--- config.mk ---
export PLATFORM = sky130hd
export DESIGN_NAME = mul_ctrl_fsm
export DESIGN_NICKNAME = d
export VERILOG_FILES = /design/src/rtl/mul_ctrl_fsm.sv
export SDC_FILE = /design/constraint.sdc
export NUM_CORES = 1
export LEC_CHECK = 0
export CORE_ASPECT_RATIO = 1.4
export CORE_MARGIN = 1
export CORE_UTILIZATION = 51
export DETAILED_ROUTE_END_ITERATION = 8
export PLACE_DENSITY = 0.84
export SYNTH_ARGS = -nofsm -noshare
export SYNTH_HDL_FRONTEND = slang
export SYNTH_SLANG_ARGS = --single-unit
--- constraint.sdc ---
create_clock -name clk -period 5.5 [get_ports clk]
set_clock_uncertainty 0.05 [all_clocks]
set_input_delay 1.375 -clock clk [delete_from_list [all_inputs] [get_ports clk]]
set_output_delay 1.375 -clock clk [all_outputs]
set_load 0.01 [all_outputs]
--- src/rtl/mul_ctrl_fsm.sv ---
// Control FSM for the repeated-addition multiplier: loads A and B from data_in, pulses ldP B times, then pulses done.
// Optional build macro MUL_ZERO_SKIP_EN: when A or B is zero, skip the ADD phase and go straight to DONE.
//
// state | meaning
// IDLE  | waiting for start
// LDA   | data_in holds A; ldA loads the A register
// LDB   | data_in holds B; clrP clears the product, B goes into cnt
// ADD   | ldP while cnt != 0, counting down; leave when cnt == 0
// DONE  | one-cycle done pulse, then back to IDLE

module mul_ctrl_fsm #(
  parameter int WORD_W = 16
) (
  input  logic              clk,
  input  logic              clear,
  input  logic              start,
  input  logic [WORD_W-1:0] data_in,
  output logic              ldA,
  output logic              clrP,
  output logic              ldP,
  output logic              eqz,
  output logic [WORD_W-1:0] cnt,
  output logic              busy,
  output logic              done
);

  typedef enum logic [2:0] {
    ST_IDLE = 3'd0,
    ST_LDA  = 3'd1,
    ST_LDB  = 3'd2,
    ST_ADD  = 3'd3,
    ST_DONE = 3'd4
  } state_t;

  state_t            state, state_nxt;
  logic [WORD_W-1:0] cnt_nxt;
`ifdef MUL_ZERO_SKIP_EN
  logic              a_zero, a_zero_nxt;
`endif

  assign eqz = (cnt == '0);

  always_comb begin
    state_nxt = state;
    cnt_nxt   = cnt;
`ifdef MUL_ZERO_SKIP_EN
    a_zero_nxt = a_zero;
`endif
    case (state)
      ST_IDLE: begin
        if (start) state_nxt = ST_LDA;
      end
      ST_LDA: begin
`ifdef MUL_ZERO_SKIP_EN
        a_zero_nxt = (data_in == '0);
`endif
        state_nxt = ST_LDB;
      end
      ST_LDB: begin
        cnt_nxt = data_in;
`ifdef MUL_ZERO_SKIP_EN
        if (a_zero || (data_in == '0)) state_nxt = ST_DONE;
        else                           state_nxt = ST_ADD;
`else
        state_nxt = ST_ADD;
`endif
      end
      ST_ADD: begin
        // Decrement only while non-zero so the counter can never wrap.
        if (cnt != '0) cnt_nxt   = cnt - 1'b1;
        else           state_nxt = ST_DONE;
      end
      ST_DONE: begin
        state_nxt = ST_IDLE;
      end
      default: begin
        state_nxt = ST_IDLE;
      end
    endcase
  end

  // Outputs are registered from the next state so they line up with the state they decode.
  always_ff @(posedge clk) begin
    if (clear) begin
      state <= ST_IDLE;
      cnt   <= '0;
      ldA   <= 1'b0;
      clrP  <= 1'b0;
      ldP   <= 1'b0;
      busy  <= 1'b0;
      done  <= 1'b0;
`ifdef MUL_ZERO_SKIP_EN
      a_zero <= 1'b0;
`endif
    end else begin
      state <= state_nxt;
      cnt   <= cnt_nxt;
      ldA   <= (state_nxt == ST_LDA);
      clrP  <= (state_nxt == ST_LDB);
      ldP   <= (state_nxt == ST_ADD) && (cnt_nxt != '0);
      busy  <= (state_nxt == ST_LDA) || (state_nxt == ST_LDB) || (state_nxt == ST_ADD);
      done  <= (state_nxt == ST_DONE);
`ifdef MUL_ZERO_SKIP_EN
      a_zero <= a_zero_nxt;
`endif
    end
  end

endmodule

==> results.md <==
* Status: completed
* EDFF count, synth at 0
* Internal at 381 uW
* GR Util All Layers at 30.8%
* Synth Area in Compound Gates at 22.6%
* N_diodes at 0
* Die footprint at 3120 um^2
* Average wire per standard cell at 17.0 um
* Sequential power share at 35.6%
* Unrepaired setup endpoints after global routing: false
* Adder-Cell Fraction of Synth Area at 1.69%
* Final Non-Filler Cells at 262
* Critical path arrival at 2690 ps
* Post-synth top area cell: dfxtp_1
* Simple-gate share of the synthesized area at 37.6%
* Max Slew Vio Count at 0
* Clk root buf: clkbuf_4
* Leak at 0.715 nW
* Top-Level Pins at 41
* DRT antenna net count at 0
* Gpl congestion at 0.898
* Final Hold Fails at 0
* Comb pwr share at 43.3%
* CTS HTree Levels at 1
* Final net count at 248
* Placed instance count at 258
* Largest net degree at the start of global routing at 26
* CP Class: flip-flop to output pin
* Post-place setup slack at 1800 ps
* Share of cells above drive strength 1 at 5.31%
* Hpwl dp at 3.15 mm
* XOR/XNOR Fraction of Synth Area at 0%
* First-pass GRT wire length at 7.02 mm
* Reg2reg path depth at 6
* Total wire length at 4.44 mm
* Die height at 65.7 um
* CP top delay family: simple AND/OR/NAND/NOR gates
* Worst Hold Depth at 1
* Setup ws final at 1390 ps
* Total power at 623 uW
* Port Buffer Count at 40
* Sequential area share after synthesis at 32.5%
* CTS Hold Bufs at 0
* Number of global-route vias before repair at 1557
* Clock buffer depth at 2
* Maxcap violations at 0
* Initial antenna violation count at 0
* Sw Share at 38.9%
* Relative slew slack at 42.0%
* CP max FO at 9
* FF+latch count, synth at 24
* Initial Util at 54.7%
* Placed Area at 1880 um^2
* Share of the synthesized area in the top cell type at 32.5%
* Top post-synthesis cells by count: dfxtp_1 (24), nor2_1 (20), nand2_1 (17), nor3_1 (10), a21oi_1 (9)
* DR iter-0 viols at 141
* Clock share of power at 21.2%
* Fin crit period at 4110 ps
* Worst Tran Pin Value at 868 ps
* Layout area overhead at 31.2%
* Hold Path Class: flip-flop to flip-flop
* Clk Latency, worst-skew pair at 320 ps
* Worst Path Required at 4070 ps
* CTS clk-pin slew, worst paths at 140 ps
* Avg Cell Area, Syn at 7.73 um^2
* Pwr/cell area at 322 nW/um^2
* Resized cells post-CTS at 0
* Fraction of synthesized area in multiplexers at 0.678%
* Max VDD drop at 0.203 mV
* Worst path bufs/invs at 2
* Post-synthesis instance total at 191
* Core ar. at 2700 um^2
* Yosys cell types at 49
* Final setup fails at 0
* Count leader, synth: dfxtp_1
* 1st-pass router iterations at 5
* Top FF cell, synth: dfxtp_1
* Crit start category: flip-flop
* Largest cells by area after synthesis: dfxtp_1 (33%), nor2_1 (5.1%), nand2_1 (4.3%)
* Synth Net Count at 212
* Max stage delay on crit path at 620 ps
* Number of remaining DRC errors at 0
* Tcrit/Tclk final at 74.8%
* Crit path capture type: output pin
* Fmax at 243 MHz
* Post-route cell area at 1940 um^2
* Clock buffer count from CTS at 3
* Width of the die at 47.5 um
* Setup_tns at 0 ps
* Synth warn at 0
* Largest family of logic cells by synthesized area: simple AND/OR/NAND/NOR gates
* Vias per cell at 6.61
* Asr flop ratio synth at 0%
* WP depth at 6
* FP Rows at 22
* CTS tree: built
* Post-CTS Setup Bufs at 0
* Switching power at 242 uW
* Critical-path cell list: inv_1 > ha_1 > nor3b_1 > nand4_1 > nor2_2 > clkdlybuf4s50_1
* DR vias at 1732
* GRT overflow at 0
* Crit-path slowest cell: clkdlybuf4s50_1
* Clk sinks at 24
* Syn Std Cell Area at 1480 um^2
[area by class of cell]
type                    count  area, um^2
clock buffers               3        22.5
clock inverters             1        30.0
fillers                   242         761
inverters                   7        26.3
multi-input cells         150         925
flip-flops and latches     24         480
well taps                  36        45.0
repair buffers             41         408
[cells in the final DEF, fill, tap and decap left out, types with 3 or more instances in the layout]
cell type        count
clkdlybuf4s50_1     40
nor4_1               6
nor3_1              10
and2_1               6
nand4_1              6
nor3b_1              3
nor2_1              20
a21oi_1              9
a311oi_1             4
o21ai_0              7
nand3_1              7
a31oi_1              5
and3_1               4
inv_1                7
clkbuf_4             3
or4_1                5
dfxtp_1             24
nand2_1             17
[power groups by stage]
stage	Combinational, mW	Clock (mW)	Sequential [mW]
final	0.270	0.132	0.222
after global placement	0.257	0	0.223
after detailed placement	0.262	0	0.224
after CTS	0.264	0.132	0.220
after global routing	0.292	0.140	0.225
after floorplan	0.166	0	0.223
[worst paths after layout]
path | startpoint | to | slack (ps)
min reg2reg | state[2] | ldA | 460
max | cnt[0] | eqz | 1390
min | state[2] | ldA | 460
max reg2reg | state[0] | ldP | 2050
[sequential cells by signal (all words and copies together) (netlist names)]
signal	count
ldP	1
busy	1
clrP	1
state	3
done	1
ldA	1
cnt	16
[worst reg2reg max path, stage by stage, from the launching register on]
cell and delay (ps):
dfxtp_1 910, inv_1 590, a311oi_1 450, a21oi_1 100, or4_1 530, or4_1 510
o211a_1 230
[stage by stage]
step           util, %  hold slack [ps]
3_5_place_dp      69.9              444
4_1_cts           71.8              463
3_3_place_gp      69.9              430
6_report          71.8              463
5_1_grt           71.8              483
2_1_floorplan        -              408
[per-layer routing]
layer / vias to the layer above / track usage, % / part of all wire, %
met3: 19 / 4.12 / 9.1
met1: 803 / 38.7 / 39
met5: - / 0 / 0
li1: 800 / - / -
met4: 0 / 15.4 / 3.6
met2: 110 / 49.1 / 49
[kinds of logic after synthesis]
group	Yosys count
compound gates	47
fa+ha+maj	2
buf+inv	17
flops	24
mux	1
simple gates	100
No activity file was read; power rests on OpenSTA's default activity.
